File: src/rtl/burst_rom_pkg.sv
// Shared types, response codes and burst-length helper for the burst ROM slave.
package burst_rom_pkg;

  typedef enum logic [1:0] {
    IDLE   = 2'd0,
    WAIT   = 2'd1,
    STREAM = 2'd2
  } state_e;

  localparam logic [1:0] RESP_OKAY   = 2'b00;
  localparam logic [1:0] RESP_DECERR = 2'b11;

  // A zero burstcount means one beat; oversize requests are cut to the largest legal burst.
  function automatic int unsigned clamp_burst(input int unsigned bc, input int unsigned max_burst);
    if (bc == 0) return 1;
    if (bc > max_burst) return max_burst;
    return bc;
  endfunction

endpackage

File: src/rtl/rom_sync_param.sv
// Synchronous ROM: address registered, q one cycle later. Contents are the built-in matrix
// image (row i holds byte i in every lane); an empty INIT_FILE name yields a blank ROM.
module rom_sync_param
  import burst_rom_pkg::*;
#(
  parameter int    DATA_W    = 64,
  parameter int    DEPTH     = 8,
  parameter string INIT_FILE = "rom.mif",
  localparam int   AW        = $clog2(DEPTH)
) (
  input  logic              clk,
  input  logic              reset_n,
  input  logic [AW-1:0]     addr_i,
  output logic [DATA_W-1:0] q_o
);

  function automatic logic [DATA_W-1:0] image_word(input int idx);
    logic [DATA_W-1:0] w;
    w = '0;
    if (INIT_FILE != "") begin
      for (int b = 0; b < DATA_W / 8; b++) w[b*8 +: 8] = 8'(idx);
    end
    return w;
  endfunction

  logic [DATA_W-1:0] mem [DEPTH];
  logic [AW-1:0]     addr_q;

  for (genvar i = 0; i < DEPTH; i++) begin : g_image
    assign mem[i] = image_word(i);
  end

  // NOTE: only the address register is reset; the storage array has no reset so it can map
  // onto ROM/block RAM. Sequential state is always written with non-blocking (<=) assignments.
  always_ff @(posedge clk or negedge reset_n) begin
    if (!reset_n) addr_q <= '0;
    else          addr_q <= addr_i;
  end

  assign q_o = mem[addr_q];

endmodule

File: src/rtl/burst_rom_slave.sv
// Avalon-MM read-only burst slave over a synchronous ROM: delayed start, wrapping bursts,
// DECODEERROR for out-of-range starts, saturating accept counter.
module burst_rom_slave
  import burst_rom_pkg::*;
#(
  parameter int    DATA_W    = 64,
  parameter int    DEPTH     = 8,
  parameter int    ADDR_W    = 32,
  parameter int    DELAY     = 10,
  parameter int    MAX_BURST = 8,
  parameter string INIT_FILE = "rom.mif",
  localparam int   BC_W      = $clog2(MAX_BURST) + 1
) (
  input  logic              clk,
  input  logic              reset_n,
  input  logic [ADDR_W-1:0] address,
  input  logic              read,
  input  logic [BC_W-1:0]   burstcount,
  output logic              waitrequest,
  output logic [DATA_W-1:0] readdata,
  output logic              readdatavalid,
  output logic [1:0]        response,
  output logic [15:0]       accept_count
);

  localparam int IDX_W = $clog2(DEPTH);
  localparam int DLY_W = (DELAY > 0) ? $clog2(DELAY + 1) : 1;

  state_e            state_q, state_d;
  logic [IDX_W-1:0]  idx_q, idx_d;
  logic [BC_W-1:0]   beats_left_q, beats_left_d;
  logic [DLY_W-1:0]  delay_cnt_q, delay_cnt_d;
  logic              err_q, err_d;
  logic              waitreq_q, waitreq_d;
  logic              rom_v_q, rom_v_d;       // ROM q carries a beat this cycle
  logic              rom_last_q, rom_last_d;
  logic              rd_last_q, rd_last_d;   // final beat is on readdata this cycle
  logic              rdv_q, rdv_d;
  logic [DATA_W-1:0] readdata_q, readdata_d;
  logic [1:0]        resp_q, resp_d;
  logic [15:0]       acc_q, acc_d;
  logic [DATA_W-1:0] rom_q;
  logic              cmd_err;

  assign cmd_err = (address >= ADDR_W'(DEPTH));

  rom_sync_param #(
    .DATA_W   (DATA_W),
    .DEPTH    (DEPTH),
    .INIT_FILE(INIT_FILE)
  ) u_rom (
    .clk    (clk),
    .reset_n(reset_n),
    .addr_i (idx_q),
    .q_o    (rom_q)
  );

  // NOTE: every signal written here gets a default first, so no path can infer a latch.
  always_comb begin
    state_d      = state_q;
    idx_d        = idx_q;
    beats_left_d = beats_left_q;
    delay_cnt_d  = delay_cnt_q;
    err_d        = err_q;
    waitreq_d    = waitreq_q;
    acc_d        = acc_q;
    rom_v_d      = 1'b0;
    rom_last_d   = 1'b0;
    rd_last_d    = rom_last_q;
    rdv_d        = rom_v_q;
    resp_d       = (rom_v_q && err_q) ? RESP_DECERR : RESP_OKAY;
    readdata_d   = rom_v_q ? (err_q ? '0 : rom_q) : readdata_q;

    unique case (state_q)
      IDLE: begin
        if (read) begin
          idx_d        = cmd_err ? '0 : address[IDX_W-1:0];
          beats_left_d = BC_W'(clamp_burst(32'(burstcount), MAX_BURST));
          err_d        = cmd_err;
          delay_cnt_d  = DLY_W'(DELAY);
          waitreq_d    = 1'b1;
          if (acc_q != 16'hFFFF) acc_d = acc_q + 16'd1;
          state_d      = (DELAY == 0) ? STREAM : WAIT;
        end
      end
      WAIT: begin
        delay_cnt_d = delay_cnt_q - 1'b1;
        if (delay_cnt_q == DLY_W'(1)) state_d = STREAM;
      end
      STREAM: begin
        if (beats_left_q != '0) begin
          rom_v_d      = 1'b1;
          rom_last_d   = (beats_left_q == BC_W'(1));
          beats_left_d = beats_left_q - 1'b1;
          idx_d        = (idx_q == IDX_W'(DEPTH - 1)) ? '0 : idx_q + 1'b1;
        end
        // Drop waitrequest so it falls together with the last readdatavalid.
        if (rom_last_q) waitreq_d = 1'b0;
        if (rd_last_q)  state_d   = IDLE;
      end
      default: state_d = IDLE;
    endcase
  end

  always_ff @(posedge clk or negedge reset_n) begin
    if (!reset_n) begin
      state_q      <= IDLE;
      idx_q        <= '0;
      beats_left_q <= '0;
      delay_cnt_q  <= '0;
      err_q        <= 1'b0;
      waitreq_q    <= 1'b0;
      rom_v_q      <= 1'b0;
      rom_last_q   <= 1'b0;
      rd_last_q    <= 1'b0;
      rdv_q        <= 1'b0;
      readdata_q   <= '0;
      resp_q       <= RESP_OKAY;
      acc_q        <= '0;
    end else begin
      state_q      <= state_d;
      idx_q        <= idx_d;
      beats_left_q <= beats_left_d;
      delay_cnt_q  <= delay_cnt_d;
      err_q        <= err_d;
      waitreq_q    <= waitreq_d;
      rom_v_q      <= rom_v_d;
      rom_last_q   <= rom_last_d;
      rd_last_q    <= rd_last_d;
      rdv_q        <= rdv_d;
      readdata_q   <= readdata_d;
      resp_q       <= resp_d;
      acc_q        <= acc_d;
    end
  end

  assign waitrequest   = waitreq_q;
  assign readdata      = readdata_q;
  assign readdatavalid = rdv_q;
  assign response      = resp_q;
  assign accept_count  = acc_q;

endmodule
File: config.mk
export PLATFORM = sky130hd
export DESIGN_NAME = burst_rom_slave
export DESIGN_NICKNAME = d
export VERILOG_FILES = /design/src/rtl/burst_rom_pkg.sv /design/src/rtl/rom_sync_param.sv /design/src/rtl/burst_rom_slave.sv
export SDC_FILE = /design/constraint.sdc
export NUM_CORES = 1
export LEC_CHECK = 0
export ABC_CLOCK_PERIOD_IN_PS = 2400
export BUFFER_PORTS_ARGS = -buffer_cell sky130_fd_sc_hd__buf_2
export CORE_ASPECT_RATIO = 1.25
export CORE_UTILIZATION = 48
export CTS_BUF_LIST = sky130_fd_sc_hd__clkbuf_2
export DETAILED_ROUTE_END_ITERATION = 16
export PLACE_DENSITY_LB_ADDON = 0.2
export SYNTH_ARGS = -nofsm -noshare
export SYNTH_HDL_FRONTEND = slang
export SYNTH_SLANG_ARGS = --single-unit
File: constraint.sdc
create_clock -name clk -period 2.4 [get_ports clk]
set_input_delay 0.24 -clock clk [delete_from_list [all_inputs] [get_ports clk]]
set_output_delay 0.24 -clock clk [all_outputs]
set_load 0.01 [all_outputs]
==> impl_metrics.sql, run 1 <==
INSERT INTO impl_metrics (metric_group, metric, value, unit) VALUES
('outcome', 'run_status', 'completed', ''),
('cells_and_area', 'fin_nets', '368', ''),
('critical_path', 'endpoint_kind', 'register', ''),
('synth', 'yosys_most_used_dff', 'sky130_fd_sc_hd__dfrtp_1', ''),
('cells_and_area', 'stdcell_count', '382', ''),
('timing', 'rsz0062_at_grt', 'false', ''),
('synth', 'synth-edff-count', '0', ''),
('cts', 'clock_sink_count', '42', ''),
('die', 'die_area', '0.005462', 'mm^2'),
('routing', 'ant_nets', '0', ''),
('cts', 'worst_skew_pair.late_latency', '0.39', 'ns'),
('synth', 'yosysUniqueCellTypes', '44', ''),
('global_routing', 'grt.total_usage', '0.1674', ''),
('timing', 'fin_tns_setup', '0', 'ns'),
('place', 'place_ws', '0.4778', 'ns'),
('die', 'fp-row-count', '28', ''),
('run', 'max_cap_viol_count', '0', ''),
('pwr', 'power_density_cells', '846.0', 'mW/mm^2'),
('critical_path', 'crit_required', '2.71', 'ns'),
('cts', 'tritoncts', 'built', ''),
('timing', 'postLayoutSetupSlackWorst', '0.4721', 'ns'),
('timing', 'tightest_slew', '0.9207', 'ns'),
('synth', 'syn-mean-instance-area', '9.654', 'um^2'),
('place', 'dpl.cell_count', '374', ''),
('global_routing', 'first_global_vias', '1569', ''),
('cells_and_area', 'share_of_final_layout_standard_cells_stronger_than_drive_strength_1', '0.3012', ''),
('synth', 'syn-cell-area', '0.002481', 'mm^2'),
('timing', 'final_critical_period', '1.928', 'ns'),
('critical_path', 'critical_path_class', 'reg2reg', ''),
('die', 'io-pin-count', '123', ''),
('synth', 'synth.ff_latch_count', '42', ''),
('timing', 'timing.fmax', '518.7', 'MHz'),
('synth', 'synth_cells', '257', ''),
('die', 'floorplan.core_area', '0.004835', 'mm^2'),
('cts', 'cts_root_buf', 'sky130_fd_sc_hd__clkbuf_2', ''),
('critical_path', 'critPathMaxFanout', '9', ''),
('timing', 'relative_slew_margins', '0.3862', ''),
('cts', 'clkSlewWorstSetupHoldPaths', '0.20', 'ns'),
('timing', 'fin_worst_skew', '0.004668', 'ns'),
('routing', 'drt_pre_antenna_iters', '4', ''),
('cts', 'cts_inserted_buffers', '5', ''),
('timing', 'slew_viol_final', '0', ''),
('global_routing', 'grt_max_degree', '43', ''),
('synth', 'yosysMostFrequentCell', 'sky130_fd_sc_hd__buf_4', ''),
('routing', 'drc', '0', ''),
('timing', 'hold_slack', '0.07375', 'ns'),
('critical_path', 'reg2regPathDepth', '5', ''),
('pwr', 'power.total', '2.282', 'mW'),
('timing', 'final_hold_viol_count', '0', ''),
('timing', 'final.period_utilization', '0.8033', ''),
('routing', 'routed_wl', '4259', 'um'),
('place', 'total_half_perimeter_wirelength_after_legalization_and_detailed_placement', '3285', 'um'),
('synth', 'synth.top_cells.by_area', 'sky130_fd_sc_hd__dfrtp_1 (42%), sky130_fd_sc_hd__buf_4 (19%), sky130_fd_sc_hd__ha_1 (3.5%), sky130_fd_sc_hd__xor2_1 (3.2%), sky130_fd_sc_hd__nor2_1 (3.0%)', ''),
('pwr', 'vdd.ir_drop.worst', '436.1', 'uV'),
('routing', 'vias', '1830', ''),
('cts', 'htreeDepth', '2', ''),
('global_routing', 'antenna_found_initial', '0', ''),
('synth', 'synth_top_area_cell', 'sky130_fd_sc_hd__dfrtp_1', ''),
('synth', 'async_reset_ff_frac', '1.000', ''),
('timing', 'timing.final.setup_violations', '0', ''),
('place', 'placement.io_buffers', '82', ''),
('die', 'chipWidth', '66.31', 'um'),
('routing', 'route.detailed.vias_per_inst', '4.791', ''),
('synth', 'yosys_warnings', '0', ''),
('critical_path', 'timing.critical_path.arrival', '2.24', 'ns'),
('cts', 'ctsLongestPathBuffers', '2', ''),
('min_path', 'min_path_type', 'in2reg', ''),
('routing', 'drt_first_iter_violations', '50', ''),
('die', 'initial_utilization', '0.5132', ''),
('cells_and_area', 'relative_area_change_from_synthesis_to_final_layout', '8.724', '%'),
('synth', 'post_synth_most_frequent_cells', 'sky130_fd_sc_hd__buf_4 (63), sky130_fd_sc_hd__dfrtp_1 (42), sky130_fd_sc_hd__nor2_1 (20)', '');
## flip-flops by register name, summed over array words and instances (netlist names), 2 cells and up
name	flops
accept_count	16
beats_left_q	4
delay_cnt_q	4
idx_q	3
readdata	3
state_q	2
u_rom.addr_q	3
## cell families after synthesis
group,after synthesis,share of synthesized area
AND/OR/NAND/NOR,86,0.1906
flip-flops,42,0.4236
XOR/XNOR,15,0.05295
adder cells (fa/ha/maj),7,0.03530
AO/OA/AOI/OAI,27,0.06961
buffers and inverters,77,0.2178
other,1,0.001511
multiplexers,2,0.008573
## per-layer routing
layer  track usage  routed length [um]  part of all wire  vias up
met1        0.1951                1751              0.41      827
li1              -                   -                 -      897
met5             0                   0                 0        -
met2        0.2929                2139              0.50      100
met3       0.03984                 308             0.072        6
met4       0.07021                  60             0.014        0
## layout make-up
class | instances | area, um^2 | share of cell area
flip-flops and latches | 42 | 1051 | 0.3896
multi-input cells | 177 | 1036 | 0.3840
repair buffers | 85 | 435.4 | 0.1614
well taps | 60 | 75.07 | 0.02783
inverters | 11 | 41.29 | 0.01531
clock inverters | 2 | 33.78 | 0.01252
clock buffers | 5 | 25.02 | 0.009276
## cell usage in the layout (no fill, tap or decap), drive strengths merged, types with 2 or more instances in the layout
| master | netlist | routed |
|---|---|---|
| ha | 7 | 7 |
| xor2 | 9 | 9 |
| nand4 | 4 | 4 |
| conb | 1 | 40 |
| and3 | 3 | 3 |
| nor2b | 2 | 2 |
| nand3b | 4 | 4 |
| buf | 65 | 84 |
| nand2 | 14 | 14 |
| o21ai | 8 | 8 |
| nor3b | 3 | 3 |
| inv | 11 | 11 |
| clkbuf | 1 | 5 |
| nor4 | 10 | 10 |
| xnor2 | 6 | 6 |
| nor3 | 10 | 10 |
| a211o | 2 | 2 |
| dfrtp | 42 | 42 |
| nand3 | 9 | 9 |
| a21oi | 6 | 6 |
| nand2b | 2 | 2 |
| nor2 | 20 | 20 |
## worst max-delay path, stage by stage (launching register included)
cell and delay (ns):
sky130_fd_sc_hd__dfrtp_1 0.47, sky130_fd_sc_hd__ha_1 0.19, sky130_fd_sc_hd__nand3_1 0.17, sky130_fd_sc_hd__nor3_1 0.28
sky130_fd_sc_hd__a21o_1 0.36, sky130_fd_sc_hd__mux2_2 0.37
## worst paths after layout
path,slack (ns),endpoint,startpoint
setup / recovery,0.47,accept_count[1]$_DFFE_PN0P_,accept_count[0]$_DFFE_PN0P_
hold / removal,0.07,idx_q[2]$_DFFE_PN0P_,address[2]
setup reg to reg,0.47,accept_count[1]$_DFFE_PN0P_,accept_count[0]$_DFFE_PN0P_
hold reg to reg,0.41,rd_last_q$_DFF_PN0_,rd_last_d$_DFF_PN0_
max in group asynchronous,1.34,accept_count[10]$_DFFE_PN0P_,reset_n
min in group asynchronous,0.49,beats_left_q[3]$_DFFE_PN0P_,reset_n
## metrics by stage
step           cell area [um^2]    util
2_1_floorplan              2628       -
3_3_place_gp               2629  0.5437
3_5_place_dp               2629  0.5437
4_1_cts                    2698  0.5580
5_1_grt                    2698  0.5580
6_report                   2698  0.5580
## repair_timing
item	in CTS	in global routing
hold buffers	1	0
gates resized for setup	0	0
hold endpoints to repair	42	0
## report_power, final
part	switching [mW]	internal (mW)	leakage [nW]	total (mW)
Sequential	0.220	0.901	0.530	1.12
Combinational	0.414	0.357	0.890	0.771
Clock	0.223	0.168	0.0365	0.390
Total	0.857	1.43	1.46	2.28
No activity file was read; power rests on OpenSTA's default activity.
==> inputs of run 2 (changes only) <==
--- a/config.mk
+++ b/config.mk
@@ -5,10 +5,11 @@
 export SDC_FILE = /design/constraint.sdc
 export NUM_CORES = 1
 export LEC_CHECK = 0
-export ABC_CLOCK_PERIOD_IN_PS = 2400
+export ABC_AREA = 1
+export ABC_CLOCK_PERIOD_IN_PS = 1930
 export BUFFER_PORTS_ARGS = -buffer_cell sky130_fd_sc_hd__buf_2
 export CORE_ASPECT_RATIO = 1.25
-export CORE_UTILIZATION = 48
+export CORE_UTILIZATION = 49
 export CTS_BUF_LIST = sky130_fd_sc_hd__clkbuf_2
 export DETAILED_ROUTE_END_ITERATION = 16
 export PLACE_DENSITY_LB_ADDON = 0.2
==> constraint.sdc (replaced) <==
create_clock -name clk -period 1.93 [get_ports clk]
set_input_delay 0.193 -clock clk [delete_from_list [all_inputs] [get_ports clk]]
set_output_delay 0.193 -clock clk [all_outputs]
set_load 0.01 [all_outputs]
==> run 2 against run 1 <==
Clock power up 63%. Critical path depth rose by 3. Synthesized cell count increased by 39%. Non-clock buffer count increased by 1. Setup slack lost 0.31 ns. Die area increased by 8.2%. Via count grew 19%. Cell count up 28%. Final area grew 12%. Critical path type unchanged. Critical endpoint is now accept_count[9]$_DFFE_PN0P_.
==> impl_metrics.sql, run 2 <==
INSERT INTO impl_metrics (metric_group, metric, value, unit) VALUES
('global_routing', 'grt.total_usage', '0.1845', ''),
('synth', 'yosys_most_used_dff', 'sky130_fd_sc_hd__dfrtp_1', ''),
('cells_and_area', 'fin_nets', '470', ''),
('routing', 'drc', '0', ''),
('pwr', 'p_leak', '1.740', 'nW'),
('cts', 'htreeDepth', '2', ''),
('critical_path', 'reg2reg_setup_slack', '0.16', 'ns'),
('critical_path', 'timing.critical_path.depth', '8', ''),
('synth', 'async_reset_ff_frac', '1.000', ''),
('die', 'floorplan.core_area', '0.005405', 'mm^2'),
('cells_and_area', 'layout.core_utilization', '0.5572', ''),
('routing', 'vias', '2185', ''),
('die', 'chipWidth', '68.95', 'um'),
('min_path', 'min_path_type', 'in2reg', ''),
('timing', 'final_critical_period', '1.766', 'ns'),
('place', 'total_half_perimeter_wirelength_after_legalization_and_detailed_placement', '3966', 'um'),
('pwr', 'combPwrFrac', '0.382', ''),
('pwr', 'power_frac_clock', '0.197', ''),
('global_routing', 'first_pass_grt_wire_length', '8197', 'um'),
('die', 'io-pin-count', '123', ''),
('timing', 'slew_viol_final', '0', ''),
('cts', 'ctsResizeCount', '0', ''),
('cts', 'clock_sink_count', '42', ''),
('cells_and_area', 'flip_flop_count_of_the_largest_register_all_copies_and_words_added', '16', ''),
('routing', 'drt_first_iter_violations', '98', ''),
('timing', 'relative_slew_margins', '0.6044', ''),
('die', 'die_area', '0.005908', 'mm^2'),
('die', 'die_span_y', '85.69', 'um'),
('critical_path', 'timing.critical_path.cells', 'ha_1 -> nand3_2 -> nor3_4 -> nand2_2 -> nand2_4 -> nand2_4 -> nand2_1 -> nand2_1', ''),
('synth', 'post_synth_most_frequent_cells', 'sky130_fd_sc_hd__nand2_1 (85), sky130_fd_sc_hd__buf_4 (64), sky130_fd_sc_hd__nor2_1 (47)', ''),
('cells_and_area', 'antenna_cells', '0', ''),
('routing', 'drt_pre_antenna_iters', '4', ''),
('cells_and_area', 'layout_commonest_cell', 'sky130_fd_sc_hd__nand2_1', ''),
('synth', 'syn-mean-instance-area', '7.689', 'um^2'),
('critical_path', 'critPathMaxFanout', '16', ''),
('die', 'initial_utilization', '0.5079', ''),
('critical_path', 'crit_family', 'simple AND/OR/NAND/NOR gates', ''),
('timing', 'final_hold_viol_count', '0', ''),
('pwr', 'sw_frac_of_total', '0.3941', ''),
('routing', 'route.detailed.vias_per_inst', '4.468', ''),
('cts', 'clkSlewWorstSetupHoldPaths', '0.22', 'ns'),
('critical_path', 'reg2reg_from', 'accept_count[0]$_DFFE_PN0P_', ''),
('cells_and_area', 'leading_cell_types_in_the_layout_fill_and_taps_excluded', 'sky130_fd_sc_hd__nand2_1 (85), sky130_fd_sc_hd__buf_2 (82), sky130_fd_sc_hd__nor2_1 (47)', ''),
('synth', 'yosys_warnings', '0', ''),
('synth', 'synth.ff_latch_count', '42', ''),
('synth', 'netlist.area_leader.share', '0.3829', ''),
('cts', 'cts_root_buf', 'sky130_fd_sc_hd__clkbuf_2', ''),
('timing', 'timing.fmax', '566.1', 'MHz'),
('critical_path', 'timing.critical_path.to', 'accept_count[9]$_DFFE_PN0P_', ''),
('routing', 'ant_nets', '0', ''),
('global_routing', 'grt_max_degree', '43', ''),
('critical_path', 'highest_cell_delay_on_the_worst_timing_path', '0.48', 'ns'),
('critical_path', 'crit_required', '2.25', 'ns'),
('place', 'detailed_place.area', '0.002913', 'mm^2'),
('global_routing', 'grt-ovfl-total', '0', ''),
('critical_path', 'critical_path_class', 'reg2reg', ''),
('synth', 'synth.top_cells.by_area', 'sky130_fd_sc_hd__dfrtp_1 (38%), sky130_fd_sc_hd__buf_4 (18%), sky130_fd_sc_hd__nand2_1 (12%), sky130_fd_sc_hd__nor2_1 (6.4%), sky130_fd_sc_hd__nand3_1 (4.9%)', ''),
('cts', 'cts_inserted_buffers', '5', ''),
('routing', 'wl_per_cell', '10.32', 'um'),
('place', 'routabilityCongestion', '0.8254', ''),
('timing', 'timing.final.setup_violations', '0', ''),
('cts', 'ctsLongestPathBuffers', '2', ''),
('run', 'max_cap_viol_count', '0', ''),
('critical_path', 'critical_path.startpoint_type', 'register', ''),
('timing', 'rsz0062_at_grt', 'false', ''),
('cells_and_area', 'relative_area_change_from_synthesis_to_final_layout', '9.708', '%'),
('critical_path', 'crit_slowest_cell', 'sky130_fd_sc_hd__dfrtp_1', ''),
('timing', 'hold_slack', '0.08141', 'ns'),
('synth', 'synth_cells', '357', ''),
('critical_path', 'reg2regPathDepth', '8', ''),
('cells_and_area', 'share_of_final_layout_standard_cells_stronger_than_drive_strength_1', '0.2447', ''),
('die', 'fp-row-count', '30', ''),
('pwr', 'sequentialPowerShare', '0.421', ''),
('timing', 'fin_worst_skew', '0.02122', 'ns'),
('cts', 'worst_skew_pair.late_latency', '0.40', 'ns'),
('critical_path', 'endpoint_kind', 'register', ''),
('synth', 'synth_top_area_cell', 'sky130_fd_sc_hd__dfrtp_1', ''),
('place', 'placement.io_buffers', '82', ''),
('synth', 'yosysMostFrequentCell', 'sky130_fd_sc_hd__nand2_1', ''),
('timing', 'fin_tns_setup', '0', 'ns'),
('pwr', 'vdd.ir_drop.worst', '597.4', 'uV'),
('synth', 'syn-cell-area', '0.002745', 'mm^2'),
('outcome', 'run_status', 'completed', ''),
('timing', 'final.period_utilization', '0.9152', ''),
('synth', 'synth-edff-count', '0', ''),
('timing', 'tightest_slew', '0.5934', 'ns'),
('critical_path', 'timing.rr.end', 'accept_count[9]$_DFFE_PN0P_', ''),
('critical_path', 'crit_start', 'accept_count[0]$_DFFE_PN0P_', ''),
('critical_path', 'cp.buffers_inverters', '0', ''),
('cts', 'tritoncts', 'built', ''),
('synth', 'yosysUniqueCellTypes', '28', ''),
('global_routing', 'first_global_vias', '1890', ''),
('critical_path', 'timing.critical_path.arrival', '2.09', 'ns'),
('synth', 'ys_seq_area_frac', '0.3829', ''),
('routing', 'routed_wl', '5046', 'um'),
('cells_and_area', 'num-fill-cells', '526', ''),
('pwr', 'net-switching-power', '1.266', 'mW'),
('pwr', 'power_density_cells', '1067', 'mW/mm^2'),
('pwr', 'power.total', '3.212', 'mW'),
('pwr', 'power.internal', '1.946', 'mW'),
('cells_and_area', 'post-route-cell-area', '0.003012', 'mm^2'),
('global_routing', 'antenna_found_initial', '0', '');
[run 2: power groups by stage]
stage	clock, mW	sequential (mW)	combinational [mW]
final	0.634	1.35	1.23
after CTS	0.652	1.35	1.24
after floorplan	0	1.37	1.08
after detailed placement	0	1.37	1.24
after global routing	0.687	1.39	1.41
after global placement	0	1.36	1.22
[run 2: what timing repair did]
| action | 4_1_cts | 5_1_grt |
|---|---|---|
| setup buffers | 0 | 0 |
| hold buffers | 1 | 0 |
| hold endpoints to repair | 42 | 0 |
[run 2: worst register-to-register path: cells and delay by family, from the launching register on]
| family | cells | cell delay, ns |
|---|---|---|
| AND/OR/NAND/NOR | 7 | 0.95 |
| flip-flops | 1 | 0.48 |
| adder cells (fa/ha/maj) | 1 | 0.27 |
[run 2: stage by stage]
step	cells	setup slack [ns]
finish	489	0.1637
global route	489	0.02169
CTS	489	0.1630
detailed placement	480	0.1873
global placement	480	0.2688
floorplan	396	0.3442
[run 2: layer usage]
metal	routed length, um	up-vias	track usage
met5	0	-	0
met4	116	0	0.09276
met3	209	11	0.03324
met2	2620	62	0.3107
met1	2099	954	0.2180
li1	-	1158	-
[run 2: logic make-up after synthesis]
| logic type | Yosys count | share of synthesized area |
|---|---|---|
| flops | 42 | 0.3829 |
| xor+xnor | 11 | 0.03509 |
| compound gates | 27 | 0.05789 |
| fa+ha+maj | 7 | 0.03190 |
| buf+inv | 97 | 0.2229 |
| simple gates | 172 | 0.2680 |
| other cells | 1 | 0.001366 |
[run 2: area by class of cell]
cell class / instances / area [um^2] / area share
well taps: 64 / 80.08 / 0.02659
inverters: 32 / 120.1 / 0.03988
repair buffers: 86 / 442.9 / 0.1471
clock buffers: 5 / 25.02 / 0.008309
clock inverters: 3 / 63.81 / 0.02119
flip-flops and latches: 42 / 1051 / 0.3490
multi-input cells: 257 / 1229 / 0.4080
[run 2: worst min-delay path by stage]
stage,from,end,slack (ns),depth (start not counted)
final,address[1],idx_q[1]$_DFFE_PN0P_,0.08,5
after detailed placement,reset_n,accept_count[2]$_DFFE_PN0P_,0.29,2
after CTS,address[2],idx_q[2]$_DFFE_PN0P_,0.06,5
after global routing,address[1],idx_q[1]$_DFFE_PN0P_,0.06,5
after floorplan,reset_n,accept_count[0]$_DFFE_PN0P_,-0.10,0
after global placement,reset_n,accept_count[2]$_DFFE_PN0P_,0.29,2
==> inputs of run 3 (changes only) <==
--- a/config.mk
+++ b/config.mk
@@ -5,14 +5,13 @@
 export SDC_FILE = /design/constraint.sdc
 export NUM_CORES = 1
 export LEC_CHECK = 0
-export ABC_AREA = 1
 export ABC_CLOCK_PERIOD_IN_PS = 1930
 export BUFFER_PORTS_ARGS = -buffer_cell sky130_fd_sc_hd__buf_2
 export CORE_ASPECT_RATIO = 1.25
-export CORE_UTILIZATION = 49
+export CORE_UTILIZATION = 48
 export CTS_BUF_LIST = sky130_fd_sc_hd__clkbuf_2
 export DETAILED_ROUTE_END_ITERATION = 16
-export PLACE_DENSITY_LB_ADDON = 0.2
+export PLACE_DENSITY = 0.87
 export SYNTH_ARGS = -nofsm -noshare
 export SYNTH_HDL_FRONTEND = slang
 export SYNTH_SLANG_ARGS = --single-unit
==> run 3 against run 2 <==
Final area fell by 7.6%. Cell count fell by 21%. Largest cell class is now registers. Sequential share of layout area rose by 2.9 points. First-iteration DRC count fell by 61%. Hold slack got worse by 0.055 ns. Sequential cell count did not move. Utilization rose by 1.9 points. Clock power fell by 0.6%. Critical endpoint is now accept_count[15]$_DFFE_PN0P_. Clock skew fell by 0.0098 ns. Wire length fell by 13%. Largest power group unchanged.
==> impl_metrics.sql, run 3 (synthesis results as in run 1) <==
INSERT INTO impl_metrics (metric_group, metric, value, unit) VALUES
('min_path', 'min_path_type', 'in2reg', ''),
('timing', 'slew_viol_final', '0', ''),
('pwr', 'power_density_cells', '1088', 'mW/mm^2'),
('cells_and_area', 'post-route-cell-area', '0.002784', 'mm^2'),
('critical_path', 'critPathMaxFanout', '10', ''),
('routing', 'routed_wl', '4378', 'um'),
('die', 'initial_utilization', '0.5132', ''),
('critical_path', 'critical_path.startpoint_type', 'register', ''),
('place', 'placement.io_buffers', '82', ''),
('critical_path', 'timing.critical_path.cells', 'nor3b_1 -> nand2_1 -> nor4_2 -> nand3_1 -> xnor2_1', ''),
('cells_and_area', 'multiInputGateArea', '0.001042', 'mm^2'),
('global_routing', 'first_pass_grt_wire_length', '7134', 'um'),
('cells_and_area', 'stdcell_count', '388', ''),
('cells_and_area', 'layout_commonest_cell', 'sky130_fd_sc_hd__buf_2', ''),
('cts', 'clkSlewWorstSetupHoldPaths', '0.20', 'ns'),
('critical_path', 'highest_cell_delay_on_the_worst_timing_path', '0.52', 'ns'),
('critical_path', 'crit_slowest_cell', 'sky130_fd_sc_hd__dfrtp_1', ''),
('critical_path', 'critical_path_class', 'reg2reg', ''),
('global_routing', 'met1_usage', '0.2014', ''),
('routing', 'ant_nets', '0', ''),
('cells_and_area', 'antenna_cells', '0', ''),
('outcome', 'run_status', 'completed', ''),
('pwr', 'power.total', '3.030', 'mW'),
('timing', 'fin_worst_skew', '0.01142', 'ns'),
('global_routing', 'gr-max-usage-layer', 'met2', ''),
('die', 'die_area', '0.005462', 'mm^2'),
('cts', 'cts_setup_buffers', '0', ''),
('run', 'max_cap_viol_count', '0', ''),
('cells_and_area', 'seq_area', '0.001051', 'mm^2'),
('die', 'floorplan.core_area', '0.004835', 'mm^2'),
('global_routing', 'grt_util_met3', '0.04121', ''),
('timing', 'timing.final.setup_violations', '0', ''),
('timing', 'tightest_slew', '0.4951', 'ns'),
('critical_path', 'endpoint_kind', 'register', ''),
('global_routing', 'grtUsageMet2', '0.3163', ''),
('critical_path', 'timing.critical_path.arrival', '2.12', 'ns'),
('timing', 'timing.fmax', '549.6', 'MHz'),
('cts', 'ctsLongestPathBuffers', '2', ''),
('cts', 'tritoncts', 'built', ''),
('cells_and_area', 'share_of_final_layout_standard_cells_stronger_than_drive_strength_1', '0.3201', ''),
('place', 'total_half_perimeter_wirelength_after_legalization_and_detailed_placement', '3525', 'um'),
('die', 'fp-row-count', '28', ''),
('cells_and_area', 'relative_area_change_from_synthesis_to_final_layout', '12.20', '%'),
('timing', 'final_hold_viol_count', '0', ''),
('pwr', 'p_leak', '1.501', 'nW'),
('cells_and_area', 'leading_cell_types_in_the_layout_fill_and_taps_excluded', 'sky130_fd_sc_hd__buf_2 (82), sky130_fd_sc_hd__dfrtp_1 (42), sky130_fd_sc_hd__conb_1 (40)', ''),
('routing', 'drt_first_iter_violations', '38', ''),
('routing', 'wl_per_cell', '11.28', 'um'),
('critical_path', 'crit_required', '2.23', 'ns'),
('place', 'routabilityCongestion', '0.8260', ''),
('cts', 'worst_skew_pair.late_latency', '0.40', 'ns'),
('cells_and_area', 'num-fill-cells', '433', ''),
('die', 'die_span_y', '82.38', 'um'),
('die', 'io-pin-count', '123', ''),
('pwr', 'vdd.ir_drop.worst', '586.4', 'uV'),
('timing', 'rsz0062_at_grt', 'true', ''),
('global_routing', 'antenna_found_initial', '0', ''),
('cells_and_area', 'fin_nets', '373', ''),
('timing', 'final.period_utilization', '0.9427', ''),
('cts', 'cts_root_buf', 'sky130_fd_sc_hd__clkbuf_2', ''),
('timing', 'relative_slew_margins', '0.6669', ''),
('die', 'chipWidth', '66.31', 'um'),
('timing', 'final_critical_period', '1.819', 'ns'),
('global_routing', 'grt-ovfl-total', '0', ''),
('cts', 'htreeDepth', '2', ''),
('place', 'dpl.cell_count', '379', ''),
('global_routing', 'first_global_vias', '1620', ''),
('global_routing', 'grt.total_usage', '0.1756', ''),
('routing', 'drt_pre_antenna_iters', '4', ''),
('global_routing', 'grt_max_degree', '23', ''),
('routing', 'route.detailed.vias_per_inst', '4.871', ''),
('place', 'detailed_place.area', '0.002679', 'mm^2'),
('cts', 'cts_inserted_buffers', '5', ''),
('cts', 'clock_sink_count', '42', ''),
('cells_and_area', 'flip_flop_count_of_the_largest_register_all_copies_and_words_added', '16', ''),
('routing', 'vias', '1890', ''),
('routing', 'drc', '0', '');
-- run 3: cell types whose count changed in the layout (fill, tap and decap cells not counted), moves of 4 or more --
cell,before,now
sky130_fd_sc_hd__nor4_1,0,9
sky130_fd_sc_hd__nand3_1,27,9
sky130_fd_sc_hd__inv_1,29,11
sky130_fd_sc_hd__o21ai_0,14,8
sky130_fd_sc_hd__nor3_1,1,8
sky130_fd_sc_hd__nand2_1,85,14
sky130_fd_sc_hd__xor2_1,5,9
sky130_fd_sc_hd__nor2_1,47,20
-- run 3: through the flow --
step,hold slack [ns],TNS [ns],utilization,setup WS (ns)
2_1_floorplan,-0.1026,0,-,0.1187
6_report,0.02639,0,0.5758,0.1106
3_3_place_gp,0.1760,0,0.5541,0.2220
3_5_place_dp,0.1818,0,0.5541,0.1213
4_1_cts,0.006200,0,0.5745,0.08602
5_1_grt,0.01030,-0.01425,0.5758,-0.01425
-- run 3: layout make-up --
| class | instances | area share |
|---|---|---|
| clock buffer | 5 | 0.008989 |
| clock inverter | 3 | 0.02292 |
| inverter | 11 | 0.01483 |
| multi-input combinational | 177 | 0.3744 |
| sequential | 42 | 0.3775 |
| tap | 60 | 0.02697 |
| timing repair buffer | 90 | 0.1744 |
-- run 3: path summary, 6_finish.rpt --
| path | slack [ns] | from | cells past startpoint | end |
|---|---|---|---|---|
| max in group asynchronous | 1.20 | reset_n | 3 | accept_count[15]$_DFFE_PN0P_ |
| worst min-delay path | 0.03 | address[0] | 3 | idx_q[0]$_DFFE_PN0P_ |
| worst max register to register | 0.11 | state_q[0]$_DFFE_PN0P_ | 5 | accept_count[15]$_DFFE_PN0P_ |
| min in group asynchronous | 0.24 | reset_n | 2 | rd_last_q$_DFF_PN0_ |
| worst min register to register | 0.40 | rd_last_d$_DFF_PN0_ | 0 | rd_last_q$_DFF_PN0_ |
| worst max-delay path | 0.11 | state_q[0]$_DFFE_PN0P_ | 5 | accept_count[15]$_DFFE_PN0P_ |
-- run 3: power by group --
part           internal [mW]  switching, mW
combinational          0.469          0.529
clock                  0.345          0.286
sequential              1.12          0.282
total                   1.93           1.10
-- run 3: critical path, delay by kind of cell, from the launching register on --
| kind | cells | cell delay, ns |
|---|---|---|
| XOR/XNOR | 1 | 0.15 |
| flip-flops | 1 | 0.52 |
| AND/OR/NAND/NOR | 4 | 1.07 |
-- run 3: per-layer routing --
metal  routed length [um]  vias to the layer above
met5                    0                        -
met4                   55                        0
met3                  323                        4
met2                 2253                      102
met1                 1746                      879
li1                     -                      905
-- run 3: timing repair --
action                                  CTS  global route
endpoints found under the setup margin    0             6
hold endpoints to repair                 20             0
hold buffers                              1             0
gates resized for setup                   0             2
